<file path="src/rtl/delay_line_ctrl.sv">
// Controller for an external DEPTH-stage shift-register delay line: clears, primes,
// streams and drains the line. The FSM state is exported on dbg_state.
module delay_line_ctrl #(
  parameter int DEPTH = 20000,
  parameter int W     = 8,
  parameter int CW    = 15
) (
  input  logic          clk,
  input  logic          rst,
  input  logic          s_valid,
  input  logic [W-1:0]  s_data,
  output logic          s_ready,
  output logic          m_valid,
  output logic [W-1:0]  m_data,
  input  logic          m_ready,
  input  logic          flush,
  output logic          sr_shift,
  output logic [W-1:0]  sr_din,
  input  logic [W-1:0]  sr_dout,
  output logic [CW-1:0] level,
  output logic          busy,
  output logic [2:0]    dbg_state
);

  // Handshake: a word moves on a stream only in a cycle where valid and ready are
  // both high; valid never waits on ready, and ready/valid here are combinational
  // from state and the peer's signals so in and out can transfer in the same cycle.

  typedef enum logic [2:0] {
    ST_CLEAR      = 3'd0,
    ST_FILL       = 3'd1,
    ST_STREAM     = 3'd2,
    ST_DRAIN_SKIP = 3'd3,
    ST_DRAIN_OUT  = 3'd4
  } state_t;

  localparam logic [CW-1:0] DEPTH_C = CW'(DEPTH);
  localparam logic [CW-1:0] LAST_C  = CW'(DEPTH - 1);
  localparam logic [CW-1:0] ONE_C   = {{(CW-1){1'b0}}, 1'b1};
  localparam logic [CW-1:0] ZERO_C  = '0;

  state_t        state, state_n;
  logic [CW-1:0] level_q, level_n, level_acc;
  logic [CW-1:0] cnt, cnt_n;

  always_ff @(posedge clk or posedge rst) begin
    if (rst) begin
      state   <= ST_CLEAR;
      level_q <= '0;
      cnt     <= '0;
    end else begin
      state   <= state_n;
      level_q <= level_n;
      cnt     <= cnt_n;
    end
  end

  always_comb begin
    state_n   = state;
    level_n   = level_q;
    level_acc = level_q;
    cnt_n     = cnt;
    s_ready   = 1'b0;
    m_valid   = 1'b0;
    sr_shift  = 1'b0;
    sr_din    = '0;
    busy      = 1'b0;
    case (state)
      ST_CLEAR: begin
        busy     = 1'b1;
        // Reset parks the FSM here; the line must not shift while rst is held.
        sr_shift = !rst;
        if (cnt == LAST_C) begin
          cnt_n   = '0;
          state_n = ST_FILL;
        end else begin
          cnt_n = cnt + ONE_C;
        end
      end
      ST_FILL: begin
        s_ready   = 1'b1;
        sr_din    = s_data;
        sr_shift  = s_valid;
        level_acc = level_q + {{(CW-1){1'b0}}, s_valid};
        level_n   = level_acc;
        if (level_acc == DEPTH_C) state_n = ST_STREAM;
        if (flush && level_acc != ZERO_C) begin
          cnt_n   = DEPTH_C - level_acc;
          state_n = (cnt_n != ZERO_C) ? ST_DRAIN_SKIP : ST_DRAIN_OUT;
        end
      end
      ST_STREAM: begin
        s_ready  = m_ready;
        m_valid  = s_valid;
        sr_din   = s_data;
        sr_shift = s_valid & m_ready;
        if (flush) begin
          cnt_n   = DEPTH_C - level_acc;
          state_n = (cnt_n != ZERO_C) ? ST_DRAIN_SKIP : ST_DRAIN_OUT;
        end
      end
      ST_DRAIN_SKIP: begin
        busy     = 1'b1;
        sr_shift = 1'b1;
        cnt_n    = cnt - ONE_C;
        if (cnt == ONE_C) state_n = ST_DRAIN_OUT;
      end
      ST_DRAIN_OUT: begin
        busy     = 1'b1;
        m_valid  = 1'b1;
        sr_shift = m_ready;
        if (m_ready) begin
          level_n = level_q - ONE_C;
          if (level_q == ONE_C) state_n = ST_FILL;
        end
      end
      default: state_n = ST_CLEAR;
    endcase
  end

  assign m_data    = sr_dout;
  assign level     = level_q;
  assign dbg_state = state;

endmodule

</file>
<file path="config.mk">
export PLATFORM = sky130hd
export DESIGN_NAME = delay_line_ctrl
export DESIGN_NICKNAME = d
export VERILOG_FILES = /design/src/rtl/delay_line_ctrl.sv
export SDC_FILE = /design/constraint.sdc
export NUM_CORES = 1
export LEC_CHECK = 0
export BUFFER_PORTS_ARGS = -buffer_cell sky130_fd_sc_hd__buf_2
export CORE_MARGIN = 2
export CORE_UTILIZATION = 54
export DETAILED_ROUTE_END_ITERATION = 10
export PLACE_DENSITY_LB_ADDON = 0.25
export SETUP_SLACK_MARGIN = 0.2
export SYNTH_ARGS = -nofsm -noshare
export SYNTH_HDL_FRONTEND = slang
export SYNTH_SLANG_ARGS = --single-unit
</file>
<file path="constraint.sdc">
create_clock -name clk -period 3.4 [get_ports clk]
set_clock_uncertainty 0.1 [all_clocks]
set_input_delay 0.51 -clock clk [delete_from_list [all_inputs] [get_ports clk]]
set_output_delay 0.51 -clock clk [all_outputs]
set_load 0.01 [all_outputs]
</file>
==> results of run 1 <==
==> final timing paths <==
| kind | start | to | slack (ns) | depth (start not counted) |
|---|---|---|---|---|
| worst max-delay path | level[0] | dbg_state[0] | 0.12 | 12 |
| worst min register to register | level[6] | level[6] | 0.45 | 1 |
| max in group asynchronous | rst | cnt[7] | 2.28 | 3 |
| worst max register to register | level[0] | dbg_state[0] | 0.12 | 12 |
| worst min-delay path | rst | level[1] | 0.21 | 2 |
| min in group clk | level[6] | level[6] | 0.45 | 1 |
==> worst reg2reg max path: stages, from the launching register on <==
cell	delay, ns
dfrtp_2	0.46
ha_4	0.18
ha_4	0.18
buf_8	0.14
buf_4	0.14
xnor2_1	0.13
a31oi_1	0.18
nor3_2	0.24
mux2_2	0.18
nand4b_1	0.09
or3_4	0.41
or4b_1	0.49
a211o_1	0.26
==> layout make-up <==
cell class | instances | share of cell area (%)
inverter | 17 | 1.247
sequential | 33 | 16.19
timing repair buffer | 116 | 15.43
tap | 102 | 2.494
multi-input combinational | 481 | 62.95
clock buffer | 7 | 1.687
==> per-stage QoR <==
step	cell area, um^2	setup slack, ns	total power [mW]	utilization (%)
final	5116	0.1194	4.406	67.25
after global routing	5116	0.03467	4.760	67.25
after CTS	4967	0.1961	4.270	65.30
after detailed placement	4836	-0.06074	3.906	63.57
after global placement	4836	-0.02474	3.850	63.57
after floorplan	4260	0.1709	2.920	-
==> report_power, final <==
group	internal, mW	switching, mW
sequential	0.555	0.302
clock	0.161	0.155
combinational	1.35	1.89
total	2.06	2.34
==> sequential cells by signal, summed over array words and instances (netlist names) <==
register and cells:
cnt 15, dbg_state 3, level 15
==> cell families after synthesis <==
group / after synthesis
and+or+nand+nor: 244
AOI/OAI and AO/OA: 178
buffers and inverters: 76
xor gates and xnor gates: 46
DFF: 33
adders and majority gates: 9
muxes: 4
==> routing by layer <==
metal,track usage (%),share of wire [%],up-vias
li1,-,-,2293
met1,46.64,41,2286
met2,55.94,47,294
met3,5.505,7.9,51
met4,14.18,3.9,0
met5,0,0,-
==> timing repair <==
item                                    4_1_cts  5_1_grt
endpoints found under the hold margin         0        0
gates resized for setup                       3       26
setup buffers                                 4        2
pin swaps                                     5        8
endpoints found under the setup margin        3        6
==> synth_stat cells (8+ instances only) <==
| cell type | count | area, um^2 |
|---|---|---|
| nor3_1 | 28 | 140.1 |
| buf_4 | 11 | 82.58 |
| nor2_1 | 53 | 198.9 |
| nor2b_1 | 14 | 87.58 |
| nor4_1 | 8 | 50.05 |
| buf_2 | 10 | 50.05 |
| xor2_1 | 16 | 140.1 |
| clkbuf_1 | 36 | 135.1 |
| and3_1 | 10 | 62.56 |
| dfrtp_1 | 33 | 825.8 |
| nand2_1 | 50 | 187.7 |
| ha_1 | 9 | 112.6 |
| inv_1 | 16 | 60.06 |
| nand4_1 | 12 | 75.07 |
| nand3_1 | 20 | 100.1 |
| o21ai_0 | 41 | 205.2 |
| xnor2_1 | 30 | 262.8 |
| a21oi_1 | 44 | 220.2 |
==> cell usage in the layout (no fill, tap or decap), types with 7 or more instances in the layout <==
cell / Yosys / final
a21oi_1: 44 / 43
a221oi_1: 7 / 7
and3_1: 10 / 9
buf_2: 10 / 42
buf_4: 11 / 71
dfrtp_1: 33 / 31
inv_1: 16 / 15
nand2_1: 50 / 50
nand3_1: 20 / 19
nand4_1: 12 / 12
nor2_1: 53 / 53
nor2b_1: 14 / 14
nor3_1: 28 / 24
o21ai_0: 41 / 40
o22ai_1: 7 / 7
o31ai_1: 7 / 7
xnor2_1: 30 / 29
xor2_1: 16 / 15
==> results_dict.tcl, run 1 <==
set metrics [dict create \
    setup_viol 0 \
    cp-end-kind "register" \
    grt_use_total_pct 34.78 \
    cp_slowest_cell "or4b_1" \
    grt_antenna_before_repair 0 \
    synth-xor-area-share_pct 9.664 \
    rsz0062_at_grt "true" \
    synth-edff-count 0 \
    path_cells "ha_4 > ha_4 > buf_8 > buf_4 > xnor2_1 > a31oi_1 > nor3_2 > mux2_2 > nand4b_1 > or3_4 > or4b_1 > a211o_1" \
    dr.pass1.iters 6 \
    max_freq_mhz 304.8 \
    synth_adder_area_share_pct 2.701 \
    drive_gt1_share_pct 26.45 \
    place.gp.congestion 1.067 \
    initial_core_util_pct 54.80 \
    status "finished clean" \
    synth_compound_area_share_pct 28.36 \
    worstMarginPinSlew_ns 0.7490 \
    cp-start-kind "register" \
    synthMuxAreaShare_pct 0.9904 \
    overflow 0 \
    holdWs_ns 0.2139 \
    hold_path.class "in -> async" \
    multi_input_area_mm2 0.003221 \
    dpl.hpwl_um 10840 \
    final_cells 756 \
    slew_viol_final 0 \
    postSynthAreaPerCell_um2 7.066 \
    slowest_delay_ns 0.49 \
    io_pins 59 \
    io_buffers 42 \
    postSynthCellCount 590 \
    synthSimpleGateAreaFrac_pct 30.34 \
    clkSlewWorstSetupHoldPaths_ns 0.07 \
    drtAntennaViolNets 0 \
    postCtsHoldBufs 0 \
    vdd_drop_max_mv 0.5356 \
    grt_pass1_vias 4588 \
    cts.path.max_buffers 2 \
    die_area_mm2 0.008439 \
    clockRootBuffer "clkbuf_8" \
    rows 32 \
    htree_levels 2 \
    ys_seq_elements 33 \
    drcViolationCount 0 \
    syn-num-nets 620 \
    core_area_mm2 0.007607 \
    maxCapViolCount 0 \
    n_fill_cell 651 \
    cts_tree "built" \
    clock_sinks 33 \
    clk_latency_ns 0.29 \
    ys_async_sr_fraction_pct 100.0 \
    tns_ns 0 \
    cts_buffers 5 \
    die_w_um 91.87 \
    area_delta_synth_final_pct 22.72 \
    cpMostUsedCell "ha_4" \
    diodes 0 \
    critPathKind "reg -> reg" \
    timing.final.hold_violations 0 \
    cp_data_arrival_time_ns 3.36 \
    slew_headroom_pct 49.54 \
    crit_required_ns 3.48 \
    grt_pass1_wl_um 23630 \
    netlist_area_mm2 0.004169 \
    wl_per_cell_um 19.38 \
    p_leak_nw 2.063 \
    synth_top_family_by_area "simple AND/OR/NAND/NOR gates" \
    dr_total_vias 4924 \
    grt_max_degree 31 \
    period_share_pct 96.49 \
    place_inst 743 \
    wl_um 14650 \
    synth_ff_type "dfrtp_1" \
    ff_latch_area_um2 828.3 \
    pwr_density_cell_mw_per_mm2 861.2 \
    synthDistinctLibCells 75 \
    worst-path-buf-inv 2 \
    fin_nets 684 \
    vias_per_cell 6.513 \
    ys_seq_area_share_pct 19.81 \
    path_delay_family "simple AND/OR/NAND/NOR gates" \
    die_h_um 91.87 \
    cp_max_fo 8 \
    min_period_ns 3.281 \
    ys_warn_count 0 \
    drt_iter0_markers 364 \
]
(Power assumes the default switching activity.)
==> run 2: changes to the inputs <==
--- a/config.mk
+++ b/config.mk
@@ -6,11 +6,12 @@
 export NUM_CORES = 1
 export LEC_CHECK = 0
 export BUFFER_PORTS_ARGS = -buffer_cell sky130_fd_sc_hd__buf_2
+export CAP_MARGIN = 10
 export CORE_MARGIN = 2
-export CORE_UTILIZATION = 54
+export CORE_UTILIZATION = 30
 export DETAILED_ROUTE_END_ITERATION = 10
 export PLACE_DENSITY_LB_ADDON = 0.25
-export SETUP_SLACK_MARGIN = 0.2
+export SETUP_SLACK_MARGIN = 0.05
 export SYNTH_ARGS = -nofsm -noshare
 export SYNTH_HDL_FRONTEND = slang
 export SYNTH_SLANG_ARGS = --single-unit
==> results_dict.tcl, run 2 (synthesized netlist as in run 1, its figures left out) <==
set metrics [dict create \
    ff_latch_area_um2 828.3 \
    hold_path.class "in -> async" \
    holdWs_ns 0.2220 \
    place.gp.congestion 0.9961 \
    pwr_density_cell_mw_per_mm2 883.8 \
    max_freq_mhz 306.5 \
    n_fill_cell 1445 \
    final_cell_mix "84 x buf_4, 53 x nor2_1, 50 x nand2_1, 44 x a21oi_1, 42 x buf_2" \
    worstMarginPinSlew_ns 0.7078 \
    cp_max_fo 9 \
    drtAntennaViolNets 0 \
    worst-r2r-cell-count 12 \
    cp_data_arrival_time_ns 3.36 \
    dp_slack_ns -0.2053 \
    io_buffers 42 \
    cts_buffers 5 \
    rsz0062_at_grt "false" \
    drcViolationCount 0 \
    io_pins 59 \
    critPathKind "reg -> reg" \
    min_period_ns 3.262 \
    die_w_um 121.9 \
    die_area_mm2 0.01486 \
    vdd_drop_max_mv 0.2594 \
    design_area_mm2 0.005339 \
    clkSlewWorstSetupHoldPaths_ns 0.06 \
    cts_tree "built" \
    dpl.hpwl_um 12150 \
    grt_pass1_vias 4559 \
    dr.pass1.iters 5 \
    final_util_pct 38.91 \
    clock_sinks 33 \
    placed_cell_area_mm2 0.005011 \
    cts.path.max_buffers 2 \
    grt_antenna_before_repair 0 \
    finalWorstSetupSlack_ns 0.1378 \
    status "finished clean" \
    wl_um 15970 \
    clockRootBuffer "clkbuf_16" \
    core_area_mm2 0.01372 \
    postCtsHoldBufs 0 \
    rows 43 \
    setup_viol 0 \
    clk_latency_ns 0.31 \
    slew_viol_final 0 \
    area_delta_synth_final_pct 28.06 \
    timing.final.hold_violations 0 \
    die_h_um 121.9 \
    maxCapViolCount 0 \
    cp-end-kind "register" \
    finalPower_mw 4.719 \
    drive_gt1_share_pct 27.63 \
    drt_iter0_markers 499 \
    initial_core_util_pct 30.39 \
    cp-start-kind "register" \
    grt_pass1_wl_um 25220 \
    crit_required_ns 3.49 \
    dr_total_vias 4907 \
    grt_max_degree 24 \
    diodes 0 \
    htree_levels 2 \
    p_leak_nw 2.138 \
    vias_per_cell 5.800 \
    final_common_cell "buf_4" \
    multi_input_area_mm2 0.003203 \
    slew_headroom_pct 52.31 \
    wl_per_cell_um 18.88 \
    fin_nets 695 \
    period_share_pct 95.95 \
    grt_use_total_pct 21.95 \
    overflow 0 \
]
run 2: changes by cell type in the layout (fill, tap and decap cells not counted), moves of 2 or more:
cell       delta
buf_4        +13
a21oi_2       -2
clkbuf_8      -4
clkbuf_16     +5
run 2: cell type report:
cell class / instances / area share [%]
multi-input cells: 481 / 60.00
repair buffers: 127 / 16.12
flip-flops and latches: 33 / 15.51
well taps: 180 / 4.218
clock buffers: 7 / 2.859
inverters: 17 / 1.195
clock inverters: 1 / 0.09374
run 2: path summary, 6_finish.rpt:
path / slack (ns) / start / endpoint
setup / recovery: 0.14 / level[0] / dbg_state[0]
hold / removal: 0.22 / rst / dbg_state[0]
setup reg to reg: 0.14 / level[0] / dbg_state[0]
hold reg to reg: 0.48 / cnt[1] / cnt[1]
max in group asynchronous: 2.23 / rst / level[1]
min in group clk: 0.48 / cnt[1] / cnt[1]
run 2: per-stage QoR:
step           cells  TNS (ns)
6_report         846         0
5_1_grt          846         0
4_1_cts          844         0
3_5_place_dp     836   -0.5524
3_3_place_gp     836   -0.3342
2_1_floorplan    590         0
run 2: timing repair:
item / in CTS / in global routing
gates resized for setup: 2 / 27
buffers inserted: 0 / 2
endpoints found under the hold margin: 0 / 0
endpoints found under the setup margin: 2 / 6
pin swaps: 0 / 9
run 2: routing by layer:
layer	track usage, %	vias to the layer above	wire, um
met3	4.635	41	1161
li1	-	2309	-
met2	32.86	219	7073
met1	30.50	2338	7117
met4	9.267	0	617
met5	0	-	0
run 2: critical path: stages (launching register included):
cell and delay [ns]:
dfrtp_2 0.40, buf_4 0.17, inv_1 0.08, ha_1 0.16, or4b_4 0.51, a21oi_1 0.38, a22o_1 0.19, o21ai_0 0.08
a2111oi_1 0.42, buf_4 0.19, a31o_2 0.16, a211oi_1 0.08, a211o_1 0.23
run 2: power by group:
part           leakage (nW)  total, mW  internal [mW]  switching [mW]
clock                0.0799      0.516          0.311           0.205
combinational          1.67       3.34           1.40            1.95
sequential            0.391      0.859          0.555           0.304
